[src/rtl/uart_pkg.sv]
// uart_pkg: shared types and helpers for the UART receive sink.
// Holds the receiver FSM state encoding and the baud-tick divisor calculation.
package uart_pkg;

  typedef enum logic [2:0] {
    IDLE   = 3'd0,
    START  = 3'd1,
    DATA   = 3'd2,
    PARITY = 3'd3,
    STOP   = 3'd4,
    BREAK  = 3'd5
  } rx_state_e;

  // Clocks per oversample tick; never below 1 so a tick always exists.
  function automatic int calc_div(input int clk_hz, input int baud, input int os);
    int d;
    d = clk_hz / (baud * os);
    if (d < 1) d = 1;
    return d;
  endfunction

endpackage

[src/rtl/uart_rx_fifo.sv]
// uart_rx_fifo: first-word-fall-through byte FIFO for received characters.
// Pointers carry one extra wrap bit so full and empty can be told apart.
// A pop while full frees the slot the simultaneous push writes into.
module uart_rx_fifo #(
  parameter int FIFO_AW = 4
) (
  input  logic               clk,
  input  logic               rst,
  input  logic               push,
  input  logic [7:0]         push_data,
  input  logic               pop,
  output logic [7:0]         rd_data,
  output logic               full,
  output logic               empty,
  output logic [FIFO_AW:0]   count
);

  localparam int DEPTH = 2 ** FIFO_AW;

  logic [7:0]       mem_q [DEPTH];
  logic [7:0]       mem_d [DEPTH];
  logic [FIFO_AW:0] wr_ptr_q, wr_ptr_d;
  logic [FIFO_AW:0] rd_ptr_q, rd_ptr_d;
  logic             do_push;
  logic             do_pop;

  assign empty   = (wr_ptr_q == rd_ptr_q);
  assign full    = (wr_ptr_q[FIFO_AW-1:0] == rd_ptr_q[FIFO_AW-1:0]) &&
                   (wr_ptr_q[FIFO_AW] != rd_ptr_q[FIFO_AW]);
  assign count   = wr_ptr_q - rd_ptr_q;
  assign rd_data = mem_q[rd_ptr_q[FIFO_AW-1:0]];
  assign do_pop  = pop & ~empty;
  assign do_push = push & (~full | do_pop);

  // Storage: each entry loads the pushed byte when the write pointer selects it.
  genvar gi;
  generate
    for (gi = 0; gi < DEPTH; gi++) begin : g_mem
      assign mem_d[gi] = (do_push && (wr_ptr_q[FIFO_AW-1:0] == FIFO_AW'(gi))) ?
                         push_data : mem_q[gi];
      // Entry register, cleared so the head reads 0 out of reset.
      always_ff @(posedge clk or posedge rst) begin
        if (rst) mem_q[gi] <= '0;
        else     mem_q[gi] <= mem_d[gi];
      end
    end
  endgenerate

  // Pointer advance on accepted push/pop.
  always_comb begin
    wr_ptr_d = wr_ptr_q;
    rd_ptr_d = rd_ptr_q;
    if (do_push) wr_ptr_d = wr_ptr_q + 1'b1;
    if (do_pop)  rd_ptr_d = rd_ptr_q + 1'b1;
  end

  // Pointer registers.
  always_ff @(posedge clk or posedge rst) begin
    if (rst) begin
      wr_ptr_q <= '0;
      rd_ptr_q <= '0;
    end else begin
      wr_ptr_q <= wr_ptr_d;
      rd_ptr_q <= rd_ptr_d;
    end
  end

endmodule

[src/rtl/uart_rx_sink.sv]
// uart_rx_sink: 8N1 UART receiver with 16x oversampling, FWFT byte FIFO and
// sticky overflow/framing error flags. Defining UART_RX_PARITY_EN adds an
// even-parity bit after the data bits and a sticky parity_err output.
module uart_rx_sink
  import uart_pkg::*;
#(
  parameter int SYS_CLK_FREQ = 100000000,
  parameter int BAUD_RATE    = 115200,
  parameter int OVERSAMPLE   = 16,
  parameter int FIFO_AW      = 4
) (
  input  logic               clk,
  input  logic               rst,
  input  logic               rx,
  input  logic               rd_en,
  output logic [7:0]         rd_data,
  output logic               empty,
  output logic               full,
  output logic [FIFO_AW:0]   count,
  output logic               overflow,
  output logic               frame_err,
`ifdef UART_RX_PARITY_EN
  output logic               parity_err,
`endif
  input  logic               err_clr
);

  localparam int DIV = calc_div(SYS_CLK_FREQ, BAUD_RATE, OVERSAMPLE);
  localparam int DW  = (DIV > 1) ? $clog2(DIV) : 1;
  localparam int TW  = $clog2(OVERSAMPLE);

  logic [1:0]    sync_q, sync_d;
  logic          rx_s;
  logic          rx_prev_q, rx_prev_d;
  logic [DW-1:0] div_cnt_q, div_cnt_d;
  logic          tick;
  logic          start_edge;
  rx_state_e     state_q, state_d;
  logic [TW-1:0] tick_cnt_q, tick_cnt_d;
  logic [2:0]    bit_idx_q, bit_idx_d;
  logic [7:0]    shift_q, shift_d;
  logic          push_q, push_d;
  logic          frame_err_set;
  logic          overflow_set;
  logic          frame_err_q, frame_err_d;
  logic          overflow_q, overflow_d;
`ifdef UART_RX_PARITY_EN
  logic          par_bad_q, par_bad_d;
  logic          parity_err_set;
  logic          parity_err_q, parity_err_d;
`endif

  assign rx_s       = sync_q[1];
  assign tick       = (div_cnt_q == DW'(DIV - 1));
  assign start_edge = (state_q == IDLE) && rx_prev_q && !rx_s;

  // Two-flop synchronizer plus a delayed copy for falling-edge detection.
  always_comb begin
    sync_d    = {sync_q[0], rx};
    rx_prev_d = rx_s;
  end

  // Synchronizer registers idle high so reset does not look like a start bit.
  always_ff @(posedge clk or posedge rst) begin
    if (rst) begin
      sync_q    <= 2'b11;
      rx_prev_q <= 1'b1;
    end else begin
      sync_q    <= sync_d;
      rx_prev_q <= rx_prev_d;
    end
  end

  // Free-running oversample divider, realigned to each detected start edge.
  always_comb begin
    if (start_edge || tick) div_cnt_d = '0;
    else                    div_cnt_d = div_cnt_q + 1'b1;
  end

  // Divider register.
  always_ff @(posedge clk or posedge rst) begin
    if (rst) div_cnt_q <= '0;
    else     div_cnt_q <= div_cnt_d;
  end

  // Receiver FSM next-state: samples mid-bit by counting oversample ticks.
  always_comb begin
    state_d       = state_q;
    tick_cnt_d    = tick_cnt_q;
    bit_idx_d     = bit_idx_q;
    shift_d       = shift_q;
    push_d        = 1'b0;
    frame_err_set = 1'b0;
`ifdef UART_RX_PARITY_EN
    par_bad_d      = par_bad_q;
    parity_err_set = 1'b0;
`endif
    case (state_q)
      IDLE: begin
        if (start_edge) begin
          state_d    = START;
          tick_cnt_d = '0;
        end
      end
      START: begin
        if (tick) begin
          if (tick_cnt_q == TW'(OVERSAMPLE / 2 - 1)) begin
            tick_cnt_d = '0;
            bit_idx_d  = 3'd0;
            state_d    = rx_s ? IDLE : DATA;
`ifdef UART_RX_PARITY_EN
            par_bad_d  = 1'b0;
`endif
          end else begin
            tick_cnt_d = tick_cnt_q + 1'b1;
          end
        end
      end
      DATA: begin
        if (tick) begin
          if (tick_cnt_q == TW'(OVERSAMPLE - 1)) begin
            tick_cnt_d         = '0;
            shift_d[bit_idx_q] = rx_s;
            bit_idx_d          = bit_idx_q + 3'd1;
            if (bit_idx_q == 3'd7) begin
`ifdef UART_RX_PARITY_EN
              state_d = PARITY;
`else
              state_d = STOP;
`endif
            end
          end else begin
            tick_cnt_d = tick_cnt_q + 1'b1;
          end
        end
      end
`ifdef UART_RX_PARITY_EN
      PARITY: begin
        if (tick) begin
          if (tick_cnt_q == TW'(OVERSAMPLE - 1)) begin
            tick_cnt_d = '0;
            state_d    = STOP;
            if ((^shift_q) ^ rx_s) begin
              par_bad_d      = 1'b1;
              parity_err_set = 1'b1;
            end
          end else begin
            tick_cnt_d = tick_cnt_q + 1'b1;
          end
        end
      end
`endif
      STOP: begin
        if (tick) begin
          if (tick_cnt_q == TW'(OVERSAMPLE - 1)) begin
            tick_cnt_d = '0;
            if (rx_s) begin
`ifdef UART_RX_PARITY_EN
              push_d = !par_bad_q;
`else
              push_d = 1'b1;
`endif
              state_d = IDLE;
            end else begin
              frame_err_set = 1'b1;
              state_d       = BREAK;
            end
          end else begin
            tick_cnt_d = tick_cnt_q + 1'b1;
          end
        end
      end
      BREAK: begin
        if (rx_s) state_d = IDLE;
      end
      default: state_d = IDLE;
    endcase
  end

  // Receiver FSM registers, including the registered push request.
  always_ff @(posedge clk or posedge rst) begin
    if (rst) begin
      state_q    <= IDLE;
      tick_cnt_q <= '0;
      bit_idx_q  <= '0;
      shift_q    <= '0;
      push_q     <= 1'b0;
`ifdef UART_RX_PARITY_EN
      par_bad_q  <= 1'b0;
`endif
    end else begin
      state_q    <= state_d;
      tick_cnt_q <= tick_cnt_d;
      bit_idx_q  <= bit_idx_d;
      shift_q    <= shift_d;
      push_q     <= push_d;
`ifdef UART_RX_PARITY_EN
      par_bad_q  <= par_bad_d;
`endif
    end
  end

  // A push into a full FIFO is lost unless a pop frees a slot that same cycle.
  assign overflow_set = push_q && full && !rd_en;

  // Sticky flags: a new error outranks a simultaneous clear.
  always_comb begin
    frame_err_d = frame_err_set ? 1'b1 : (err_clr ? 1'b0 : frame_err_q);
    overflow_d  = overflow_set  ? 1'b1 : (err_clr ? 1'b0 : overflow_q);
`ifdef UART_RX_PARITY_EN
    parity_err_d = parity_err_set ? 1'b1 : (err_clr ? 1'b0 : parity_err_q);
`endif
  end

  // Sticky flag registers.
  always_ff @(posedge clk or posedge rst) begin
    if (rst) begin
      frame_err_q  <= 1'b0;
      overflow_q   <= 1'b0;
`ifdef UART_RX_PARITY_EN
      parity_err_q <= 1'b0;
`endif
    end else begin
      frame_err_q  <= frame_err_d;
      overflow_q   <= overflow_d;
`ifdef UART_RX_PARITY_EN
      parity_err_q <= parity_err_d;
`endif
    end
  end

  assign frame_err = frame_err_q;
  assign overflow  = overflow_q;
`ifdef UART_RX_PARITY_EN
  assign parity_err = parity_err_q;
`endif

  uart_rx_fifo #(
    .FIFO_AW(FIFO_AW)
  ) u_fifo (
    .clk       (clk),
    .rst       (rst),
    .push      (push_q),
    .push_data (shift_q),
    .pop       (rd_en),
    .rd_data   (rd_data),
    .full      (full),
    .empty     (empty),
    .count     (count)
  );

endmodule

[config.mk]
export PLATFORM = sky130hd
export DESIGN_NAME = uart_rx_sink
export DESIGN_NICKNAME = d
export VERILOG_FILES = /design/src/rtl/uart_pkg.sv /design/src/rtl/uart_rx_fifo.sv /design/src/rtl/uart_rx_sink.sv
export SDC_FILE = /design/constraint.sdc
export NUM_CORES = 1
export LEC_CHECK = 0
export CAP_MARGIN = 5
export CORE_MARGIN = 10
export CORE_UTILIZATION = 36
export CTS_BUF_LIST = sky130_fd_sc_hd__clkbuf_8 sky130_fd_sc_hd__clkbuf_16
export DETAILED_ROUTE_END_ITERATION = 8
export GPL_TIMING_DRIVEN = 1
export PLACE_DENSITY = 0.58
export SLEW_MARGIN = 30
export SYNTH_ARGS = -nofsm -noshare
export SYNTH_HDL_FRONTEND = slang
export SYNTH_SLANG_ARGS = --single-unit
[constraint.sdc]
create_clock -name clk -period 6.6 [get_ports clk]
set_clock_uncertainty 0.2 [all_clocks]
set_input_delay 1.32 -clock clk [delete_from_list [all_inputs] [get_ports clk]]
set_output_delay 1.32 -clock clk [all_outputs]
set_load 0.01 [all_outputs]
# Word level (Yosys, flattened, before mapping)
# Index checks and enable logic that the tools add are counted.
# classes
bitwise_logic,6
eq_ne,36
n_mux,41
magnitude_cmp,3
reduce_logical,36
add_sub_neg,6
# ops
op,n
$mux W3,14
$eq A4 B4 Y1 const B,9
$bmux W8 S4,1
$logic_and A1 B1 Y1,22
$eq A4 B3 Y1 const B,5
$mux W4,5
$ne A2 B2 Y1 const B,9
$mux W8,2
$pmux W3 S5,1
$mux W1,12
$pmux W4 S3,1
$add A5 B1 Y5 const B,2
$eq A3 B3 Y1 const B,3
$reduce_and A9 Y1,1
$bwmux W8,1
$eq A4 B2 Y1 const B,2
$add A6 B1 Y6 const B,1
$eq A6 B6 Y1 const B,1
$mux W6,1
$pmux W3 S2,1
$reduce_bool A2 Y1,3
$eq A5 B5 Y1,1
$ge A5 B5 Y1 const B,1
$not A4 Y5,1
other kinds (25),28
# word_totals
inputBits,5
reg_bits,168
wordCells,156

# Longest topological paths before layout
# Gate-level depths: netlist (run 1).
# logic_depth
depth_word,6
ltp_mapped,9

# Cells and area by module
# A second synthesis (run 1) with hierarchy kept.
# hier_totals
hier_cells,573
hier_area_um2,8109.0
# by_module_without_submodules
module,cells_per_inst,seq_area_each_um2,area_each_um2,instances
uart_rx_fifo,421,3453.3,6558.8,1
uart_rx_sink,152,754.5,1550.2,1

# Least setup slack after synthesis (run 1)
# OpenSTA, ideal clock, no wires.
# synth_timing
path_type,register -> output
startpoint,register u_fifo.rd_ptr_q[0]
endpoint,output port rd_data[5]
path_buffers,3
t_arrival_ns,1.670
required_ns,5.080
setup_slack_ns,3.410
path_stages_with_launch,8
path_cell_list,dfrtp_1 > buf_2 > buf_2 > buf_2 > mux2i_1 > a221oi_1 > o21ai_0 > nand2_1
# synth_via
elab_chain_len,4
# synth_lines
item,line_no,rtl
"start, declared",uart_rx_fifo.sv:23,"logic [FIFO_AW:0] rd_ptr_q, rd_ptr_d;"
"start signal, assigned",uart_rx_fifo.sv:64,rd_ptr_q <= rd_ptr_d;
$not A4 Y5 (implied by the code),uart_rx_fifo.sv:31,assign rd_data = mem_q[rd_ptr_q[FIFO_AW-1:0]];
$bmux W8 S4,uart_rx_fifo.sv:31,
$mux W8 (implied by the code) (2 in series),uart_rx_fifo.sv:31,
"end, declared",uart_rx_sink.sv:16,"output logic [7:0] rd_data,"
# No other way between the ends. The select of a mux whose other input is x is not followed.

# Worst setup path after layout (run 1)
# layout_timing
startpoint,register u_fifo.rd_ptr_q[0]
endpoint,output port rd_data[2]
# The elaborated chain is that of the path after synthesis.

==> impl_results.md, run 1 <==
- Multi-input logic area: 3820 sq um
- Most used DFF post-synth: dfrtp_1
- Synth Instances: ~600
- Drt drc: 0
- Syn_area_per_cell: 13.8 sq um
- CTS root buf: clkbuf_16
- Register area share after synthesis: 0.509
- Antenna Cells: 0
- Internal power component: roughly 2000 uW
- Antenna violations before repair: 0
- FFs w/ async S/R, synth: 1.00
- Commonest non-fill, non-tap cell in the layout: dfrtp_1
- Status: complete, no violations
- Dpl ws: 2.14 ns
- Peak VDD IR: about 0.00016 V
- DR pass1 iterations: 4
- Hold Path Cell Cnt: 0
- Crit-path cells: buf_4 -> mux2i_1 -> a221oi_1 -> o21ai_0 -> nand2_1 -> clkdlybuf4s50_1
- Top delay family on crit path: buffers and inverters
- Starting Density: 0.365
- Share of layout cells above drive strength 1: 0.350
- Post-Route WL: 17100 microns
- PD cells: 321 nW/um^2
- Synth Net Count: slightly above 600
- Net Sw Power: ~980 uW
- Synth top area cells: dfrtp_1, mux2_2, mux2_4, mux4_2, mux2i_1
- Tmin final: ~4.9 ns
- Bufs and invs on worst path: 2
- R2r startpoint: u_fifo.rd_ptr_q[3]$_DFFE_PP0P_
- Reg2Reg Depth: 7
- Core ar.: between 20000 and 25000 sq um
- Power share of the clock group: 0.331
- Setup bufs post-CTS: 0
- First-pass GRT wire length: a little under 30000 microns
- CP Max Fanout: 27
- Crit path max-delay cell type: dfrtp_2
- Final setup fails: 0
- Logic pwr share: 0.252
- Nature of the critical path endpoint: output pin
- Vias in the first global route: approximately 5200
- Top Ports: 22
- CP Launch Point: u_fifo.rd_ptr_q[0]$_DFFE_PP0P_
- Synth area leader: dfrtp_1
- WP depth: 6
- Htree depth: 4
- Sum Neg Setup Slack: 0 ns
- Routability-driven placement congestion ratio: 0.855
- DR vias: approximately 4800
- Max clock buf depth: 2
- Row Count: between 50 and 60
- 1st-iter DRT viols: 346
- Number of synthesized flops with an enable pin: 0
- Setup CP Type: reg2out
- Req. time, crit path: roughly 5.1 ns
- Cell variety after synth: 60
- Hold-fix buffers at CTS: 0
- Switching share of power: 0.329
- Yosys top cell area share: 0.500
- IO Port Bufs: 21
- Die Span Y: between 150 and 200 microns
- YS warnings: 0
- Overflow left after global routing: 0
- Worst hold slack: roughly 0.16 ns
- PnR worst setup slack: about 1.7 ns
- Die width: about 170 microns
- Unrepaired setup endpoints after global routing: no
- TritonCTS clock tree: done
- Via/cell ratio: between 5 and 6
- Hold path start: sync_q[0]$_DFF_PP1_
- DR WL/cell: roughly 19 microns
- Die ar.: about 30000 sq um
- Clk sinks: around 170
- Largest net degree at the start of global routing: approximately 120
- Area Growth Syn to Fin: 12.0%
- Hold Vio Cnt, Final: 0
- TritonCTS Buffers: 17
- Max-slew violation total from the final report: 0
- Worst Path Arrival: around 3.4 ns
- Max-cap violations: 0
- Slew margin rel.: 0.380
- Post-cts resize count: 0
- Tcrit/Tclk final: 0.740
- Total track usage: 0.124
- Worst-Margin Slew: 0.930 ns
- Final #Nets: around 630
- Clk slew on worst S/H paths: about 0.07 ns
- Commonest cells after routing, fill and taps aside: dfrtp_1, mux2_2, mux2i_1
- Mapped cell area: 8260 sq um
- Final ANT Viol Nets: 0
- Worst stage delay on the critical path: slightly below 1 ns
- P_leak: ~0.0044 uW
- Sequential Area: 4210 sq um
- Clock latency on the worst-skew pair: approximately 0.43 ns
- Max frequency: approximately 0.2 GHz
- CP startpoint kind: register
- Sequential power share: 0.416
- Synth Register Bits: 168
- Hold WC Path Type: reg2reg
- Detailed placer's ending HPWL: between 10000 and 15000 microns
- Fillers: 2072
- Power after layout: 2970 uW
==> sequential cells by signal, summed over array words and instances, names as in the netlist <==
| register | count |
|---|---|
| u_fifo.mem_q | 128 |
| frame_err | 1 |
| shift_q | 8 |
| u_fifo.rd_ptr_q | 5 |
| rx_prev_q | 1 |
| state_q | 3 |
| overflow | 1 |
| tick_cnt_q | 4 |
| div_cnt_q | 6 |
| sync_q | 2 |
| push_q | 1 |
| u_fifo.wr_ptr_q | 5 |
| bit_idx_q | 3 |
==> cells by family (layout without fill, tap and decap cells) <==
group	Yosys count	in the layout	synth area share
AO/OA/AOI/OAI	60	60	0.0535
XOR/XNOR	17	17	0.0189
adder cells (fa/ha/maj)	15	15	0.0236
buffers and inverters	41	69	0.0283
flip-flops	168	168	0.509
multiplexers	186	186	0.285
AND/OR/NAND/NOR	111	111	0.0815
==> Yosys cell counts, types with 2 or more instances <==
cell and instances:
a221oi_1 17, nand3_1 12, a21o_1 4, buf_2 7
nor2_1 22, dlygate4sd1_1 2, o21ai_0 14, mux4_2 16
dlygate4sd3_1 6, and3b_1 2, xor2_1 6, nand4_1 6
and3_1 2, clkbuf_1 10, dfrtp_1 165, mux2_4 32
nor3_1 4, xnor2_1 10, nand2_1 27, nand2_2 12
dfstp_2 3, nand2b_1 2, nor2b_1 4, o221a_2 2
nor4_1 2, a21oi_1 6, nand2_8 4, a22oi_1 7
buf_4 2, ha_1 14, inv_1 12, mux2_2 104
mux2i_1 33
==> cell type report <==
type / count / share of cell area
clock inverter: 14 / 0.0149
clock buffer: 18 / 0.0475
inverter: 13 / 0.00608
sequential: 168 / 0.455
tap: 285 / 0.0385
timing repair buffer: 24 / 0.0251
multi-input combinational: 389 / 0.413
==> through the flow <==
step	instances	area, sq um	util
final	911	9250	0.409
after floorplan	598	8260	-
after CTS	911	9250	0.409
after global placement	879	8670	0.383
after global routing	911	9250	0.409
after detailed placement	879	8680	0.383
==> layer usage <==
metal	vias up	track usage	part of all wire
li1	2225	-	-
met1	2529	0.159	0.47
met2	68	0.206	0.50
met3	18	0.0275	0.028
met4	0	0.0374	0.010
met5	-	0	0
==> power groups by stage <==
stage / sequential (uW) / combinational (uW) / clock, uW
2_1_floorplan: 1140 / 602 / 0
3_3_place_gp: 1250 / 740 / 0
3_5_place_dp: 1260 / 753 / 0
4_1_cts: 1240 / 757 / 1010
5_1_grt: 1250 / 825 / 1050
6_report: 1240 / 750 / 984
==> path summary, 6_finish.rpt <==
check | to | slack, ns
worst max register to register | u_fifo.mem_q[74]$_DFFE_PP0P_ | 3.28
worst min-delay path | sync_q[1]$_DFF_PP1_ | 0.16
min in group asynchronous | div_cnt_q[0]$_DFF_PP0_ | 1.22
max in group asynchronous | u_fifo.rd_ptr_q[0]$_DFFE_PP0P_ | 3.79
worst max-delay path | rd_data[2] | 1.71
worst min register to register | sync_q[1]$_DFF_PP1_ | 0.16
No activity file was read; power rests on OpenSTA's default activity.
==> run 2, diff against run 1 <==
Settings changed: PLACE_DENSITY 0.58 to 0.6.
Clock period 6.6 ns to 4.4 ns, I/O delays scaled along.
==> run 2 against run 1 <==
  * Design area increased by 1.0%
  * Utilization increased by 0.43 points
  * Via count about the same
  * Global-route usage increased by 0.26 points
  * Final cell count increased by 0.33%
  * Power increased by 54%
  * Worst hold slack about the same
  * Sequential power increased by 44%
  * Count of clock-buffer cells in the layout increased by 1
  * Non-clock buffer count increased by 3
  * Critical path depth decreased by 1
  * Worst setup slack got worse by 1.4 ns
  * Critical path type unchanged
  * Critical endpoint is now empty
  * Largest power group unchanged
==> impl_results.md, run 2 (same netlist as run 1, synthesis figures left out) <==
- Status: complete, no violations
- Setup bufs post-CTS: 0 (unchanged)
- Commonest cells after routing, fill and taps aside: dfrtp_1, mux2_2, mux2i_1
- Routability-driven placement congestion ratio: 0.814 (-4.7%)
- DR vias: 4839 (-0.021%)
- TritonCTS clock tree: done
- Peak VDD IR: 0.000242 V (+52%)
- Starting Density: 0.365 (unchanged)
- Antenna violations before repair: 0 (unchanged)
- Via/cell ratio: 5.29 (-0.35%)
- CTS root buf: clkbuf_16
- Total track usage: 0.127 (+0.00261)
- Final setup fails: 0 (unchanged)
- Max-slew violation total from the final report: 0 (unchanged)
- Worst Path Arrival: 3.02 ns (-0.35 ns)
- Max-cap violations: 0 (unchanged)
- Final ANT Viol Nets: 0 (unchanged)
- Clk slew on worst S/H paths: 0.06 ns (about the same)
- CP startpoint kind: register
- IO Port Bufs: 21 (unchanged)
- Max clock buf depth: 2 (unchanged)
- Multi-input logic area: 3820 sq um (about the same)
- Die width: 171 microns (unchanged)
- First-pass GRT wire length: 28900 microns (+0.41%)
- Vias in the first global route: 5114 (-2.3%)
- Hold WC Path Type: reg2reg
- Max reg flops: 128 (unchanged)
- Top Ports: 22 (unchanged)
- Reg with most FFs: u_fifo.mem_q
- Area Growth Syn to Fin: 13.2%
- Die Span Y: 171 microns (unchanged)
- CP Max Fanout: 11 (-59%)
- Clock latency on the worst-skew pair: 0.42 ns (about the same)
- Core ar.: 22600 sq um (unchanged)
- Clk sinks: 168 (unchanged)
- Overflow left after global routing: 0 (unchanged)
- Die ar.: 29400 sq um (unchanged)
- Req. time, crit path: 3.32 ns (-1.76 ns)
- Largest net degree at the start of global routing: 100 (-16%)
- DR WL/cell: 19.5 microns (+3.8%)
- Detailed placer's ending HPWL: 12300 microns (+5.6%)
- Sum Neg Setup Slack: 0 ns (unchanged)
- Unrepaired setup endpoints after global routing: no
- PD cells: 490 nW/um^2 (+53%)
- Tmin final: between 4 and 5 ns
- Top Registers: u_fifo.mem_q (128), shift_q (8), div_cnt_q (6)
- Max frequency: 0.244 GHz
- Share of layout cells above drive strength 1: 0.353 (+0.00310)
- Commonest non-fill, non-tap cell in the layout: dfrtp_1
- Antenna Cells: 0 (unchanged)
- Htree depth: 4 (unchanged)
- Post-cts resize count: 0 (unchanged)
- Worst hold slack: 0.157 ns (+0.000369 ns)
- Final #Nets: 636 (+0.47%)
- Post-Route WL: 17800 microns (+4.1%)
- Drt drc: 0 (unchanged)
- 1st-iter DRT viols: 290 (-16%)
- Nature of the critical path endpoint: output pin
- Fillers: 2051 (-1.0%)
- Sequential Area: 4210 sq um (unchanged)
- DR pass1 iterations: 4 (unchanged)
- P_leak: 0.00449 uW (+0.92%)
- Setup CP Type: reg2out
- Slew margin rel.: 0.521 (+0.141)
- Worst-Margin Slew: 0.712 ns (-0.218 ns)
- TritonCTS Buffers: 17 (unchanged)
- Tcrit/Tclk final: 0.931
- Row Count: 55 (unchanged)
- Hold Vio Cnt, Final: 0 (unchanged)
- Hold-fix buffers at CTS: 0 (unchanged)
run 2: changes by cell type in the layout (fill, tap and decap cells not counted), sizes merged:
| cell | change |
|---|---|
| inv | -6 |
| bufinv | +2 |
| buf | +3 |
| clkinvlp | +1 |
| clkinv | +2 |
| clkbuf | +1 |
run 2: metal layers:
metal	share of wire	track usage	up-vias
met5	0	0	-
met4	0.0090	0.0284	0
met3	0.022	0.0289	11
met2	0.49	0.212	51
met1	0.48	0.165	2534
li1	-	-	2243
run 2: final cells by class:
| type | instances | share of cell area |
|---|---|---|
| tap | 285 | 0.0381 |
| clock buffer | 19 | 0.0484 |
| clock inverter | 13 | 0.0178 |
| timing repair buffer | 27 | 0.0313 |
| sequential | 168 | 0.450 |
| multi-input combinational | 389 | 0.409 |
| inverter | 13 | 0.00562 |
run 2: report_power, final:
part,switching (uW),internal [uW],total [uW]
Sequential,165,1620,1790
Clock,641,931,1570
Combinational,642,579,1220
Total,1450,3130,4580
run 2: stage by stage:
step	power (uW)	setup slack, ns	instance area, sq um	util	std cells
6_report	4580	0.303	9350	0.413	914
5_1_grt	4820	0.160	9350	0.413	914
4_1_cts	4630	0.295	9350	0.413	914
3_5_place_dp	3050	0.761	8730	0.386	882
3_3_place_gp	3020	0.824	8730	0.386	882
2_1_floorplan	2610	1.18	8270	-	598
run 2: worst max-delay path, stage by stage (launching register included):
cell             delay (ns)
dfrtp_1                0.65
clkinv_1               0.47
ha_1                   0.49
nand4_1                0.23
nor2_1                 0.19
clkdlybuf4s50_1        0.56
run 2: final timing paths:
kind,startpoint,endpoint,slack [ns],cells past startpoint
worst min-delay path,sync_q[0]$_DFF_PP1_,sync_q[1]$_DFF_PP1_,0.16,0
worst min register to register,sync_q[0]$_DFF_PP1_,sync_q[1]$_DFF_PP1_,0.16,0
worst max register to register,u_fifo.rd_ptr_q[3]$_DFFE_PP0P_,u_fifo.mem_q[87]$_DFFE_PP0P_,1.04,7
min in group asynchronous,rst,tick_cnt_q[1]$_DFFE_PP0P_,0.70,2
worst max-delay path,u_fifo.rd_ptr_q[3]$_DFFE_PP0P_,empty,0.30,5
max in group asynchronous,rst,u_fifo.mem_q[117]$_DFFE_PP0P_,2.37,3
==> run 3, diff against run 2 <==
Settings changed: PLACE_DENSITY 0.6 to 0.58.
Clock period 4.4 ns to 5 ns, I/O delays scaled along.
==> run 3 against run 2 <==
  * Clock power down 17%
  * Design area down 0.20%
  * Sequential cell count unchanged
  * Sequential share of layout area up 0.091 points
  * Global-route usage down 0.29 points
  * Count of clock-buffer cells in the layout unchanged
  * Register-to-register slack better by 0.57 ns
  * Critical path type unchanged
==> impl_results.md, run 3 (same netlist as run 1, synthesis figures left out) <==
- Switching share of power: 0.316 (about the same)
- Req. time, crit path: 3.80 ns (+0.48 ns)
- Placed insts: 883 (+0.11%)
- Commonest cells after routing, fill and taps aside: dfrtp_1, mux2_2, mux2i_1
- Bufs and invs on worst path: 2 (unchanged)
- Crit-path cells: clkinv_1 -> ha_1 -> nand4_1 -> nor2_1 -> clkdlybuf4s50_1
- TritonCTS clock tree: done
- PnR worst setup slack: 0.750 ns (+0.447 ns)
- Unrepaired setup endpoints after global routing: no
- Sequential power share: 0.403 (+0.013)
- Net Sw Power: 1250 uW (-14%)
- Overflow left after global routing: 0 (unchanged)
- Top Ports: 22 (unchanged)
- Max frequency: 0.235 GHz
- Top Registers: u_fifo.mem_q (128), shift_q (8), div_cnt_q (6)
- Tcrit/Tclk final: 0.850
- R2r startpoint: u_fifo.rd_ptr_q[3]$_DFFE_PP0P_
- TritonCTS Buffers: 17 (unchanged)
- PD cells: 422 nW/um^2 (-14%)
- Die width: 171 microns (unchanged)
- Worst Path Arrival: 3.05 ns (+0.03 ns)
- Final setup fails: 0 (unchanged)
- Reg-to-reg endpoint: u_fifo.mem_q[79]$_DFFE_PP0P_
- Fillers: 2056 (+0.24%)
- Area Growth Syn to Fin: 12.9%
- Max reg flops: 128 (unchanged)
- Max-cap violations: 0 (unchanged)
- Top delay family on crit path: buffers and inverters
- Logic pwr share: 0.269 (+0.002)
- Power share of the clock group: 0.329 (-0.014)
- Dpl ws: 1.14 ns (+0.379 ns)
- CP Max Fanout: 11 (unchanged)
- Hold WC Path Type: reg2reg
- Row Count: 55 (unchanged)
- Slew margin rel.: 0.554 (+0.0325)
- Starting Density: 0.365 (unchanged)
- Worst hold slack: 0.161 ns (+0.00330 ns)
- Max-slew violation total from the final report: 0 (unchanged)
- Antenna violations before repair: 0 (unchanged)
- Clk sinks: 168 (unchanged)
- Routability-driven placement congestion ratio: 0.777 (-4.6%)
- Core ar.: 22600 sq um (unchanged)
- Die ar.: 29400 sq um (unchanged)
- Reg with most FFs: u_fifo.mem_q
- Peak VDD IR: 0.000214 V (-12%)
- Hold Crit Endpoint: sync_q[1]$_DFF_PP1_
- Via/cell ratio: 5.28 (-0.27%)
- Layout Cells excl Fill: 914 (unchanged)
- Final ANT Viol Nets: 0 (unchanged)
- Post-Route WL: 17300 microns (-3.1%)
- Largest net degree at the start of global routing: 78 (-22%)
- P_leak: 0.00448 uW (-0.23%)
- Setup CP Type: reg2out
- Clock latency on the worst-skew pair: 0.42 ns (about the same)
- Sum Neg Setup Slack: 0 ns (unchanged)
- Antenna Cells: 0 (unchanged)
- First-pass GRT wire length: 28600 microns (-1.1%)
- Vias in the first global route: 5161 (+0.92%)
- CP startpoint kind: register
- Worst stage delay on the critical path: 0.65 ns (about the same)
- Setup bufs post-CTS: 0 (unchanged)
- Internal power component: 2700 uW (-14%)
- Drt drc: 0 (unchanged)
- Hold-fix buffers at CTS: 0 (unchanged)
- Commonest non-fill, non-tap cell in the layout: dfrtp_1
- DR WL/cell: 18.9 microns (-3.1%)
- Max clock buf depth: 2 (unchanged)
- CTS root buf: clkbuf_16
- Detailed placer's ending HPWL: 11900 microns (-3.5%)
- Sequential Area: 4210 sq um (unchanged)
- 1st-iter DRT viols: 256 (-12%)
- Register-to-Register Setup Slack: 1.61 ns (+0.57 ns)
- Tmin final: 4.25 ns
- IO Port Bufs: 21 (unchanged)
- DR vias: 4826 (-0.27%)
- Clk slew on worst S/H paths: 0.06 ns (about the same)
- Nature of the critical path endpoint: output pin
- Worst-Margin Slew: 0.663 ns (-0.0482 ns)
- Post-cts resize count: 0 (unchanged)
- Status: complete, no violations
- Crit path max-delay cell type: dfrtp_1
- DR pass1 iterations: 4 (unchanged)
- Final #Nets: 637 (+0.16%)
- Total track usage: 0.124 (-0.00291)
- Power after layout: 3940 uW (-14%)
- Die Span Y: 171 microns (unchanged)
- Multi-input logic area: 3820 sq um (unchanged)
- Htree depth: 4 (unchanged)
- Reg2Reg Depth: 7 (unchanged)
- Hold path start: sync_q[0]$_DFF_PP1_
- Hold Vio Cnt, Final: 0 (unchanged)
- Hold Path Cell Cnt: 0 (unchanged)
- Share of layout cells above drive strength 1: 0.351 (-0.00159)
==> run 3: cell count changes in the layout (fill, tap and decap cells not counted) <==
cell,previous run,this run
inv_8,1,0
inv_6,3,1
clkinvlp_4,3,4
buf_12,3,4
inv_1,11,12
bufinv_16,3,2
clkinv_4,1,2
==> run 3: cell type report <==
type | count | share of cell area
Clock inverter | 12 | 0.0137
Inverter | 13 | 0.00563
Clock buffer | 19 | 0.0485
Sequential cell | 168 | 0.451
Timing Repair Buffer | 28 | 0.0335
Multi-Input combinational cell | 389 | 0.409
Tap cell | 285 | 0.0382
==> run 3: worst register-to-register path, stage by stage, from the launching register on <==
cell	delay (ns)
dfrtp_1	0.65
clkinv_1	0.47
ha_1	0.49
nand4_1	0.26
or3_4	0.42
and4b_4	0.29
nand2_8	0.17
mux2_4	0.33
==> run 3: worst max-delay path by stage <==
stage                                         startpoint                       end  slack, ns  cells after the start
after floorplan                                      rst  bit_idx_q[0]$_DFFE_PP0P_       1.66                      1
after global routing      u_fifo.rd_ptr_q[3]$_DFFE_PP0P_                     empty       0.58                      5
final                     u_fifo.rd_ptr_q[3]$_DFFE_PP0P_                     empty       0.75                      5
after global placement    u_fifo.rd_ptr_q[3]$_DFFE_PP0P_                     empty       1.18                      5
after CTS                 u_fifo.rd_ptr_q[3]$_DFFE_PP0P_                     empty       0.67                      5
after detailed placement  u_fifo.rd_ptr_q[3]$_DFFE_PP0P_                     empty       1.14                      5
==> run 3: metrics by stage <==
stage,cell area (sq um),utilization
floorplan,8270,-
global placement,8730,0.386
detailed placement,8750,0.387
CTS,9330,0.412
global route,9330,0.412
finish,9330,0.412
==> run 3: power groups by stage <==
stage	Combinational (uW)	Clock [uW]	Sequential [uW]
global route	1170	1380	1610
finish	1060	1300	1590
floorplan	795	0	1500
global placement	1050	0	1610
detailed placement	1080	0	1620
CTS	1080	1320	1590
==> run 3: layer usage <==
| metal | routed length (microns) | global-route usage |
|---|---|---|
| met4 | 163 | 0.0318 |
| met1 | 8290 | 0.163 |
| met5 | 0 | 0 |
| met3 | 455 | 0.0289 |
| met2 | 8370 | 0.202 |
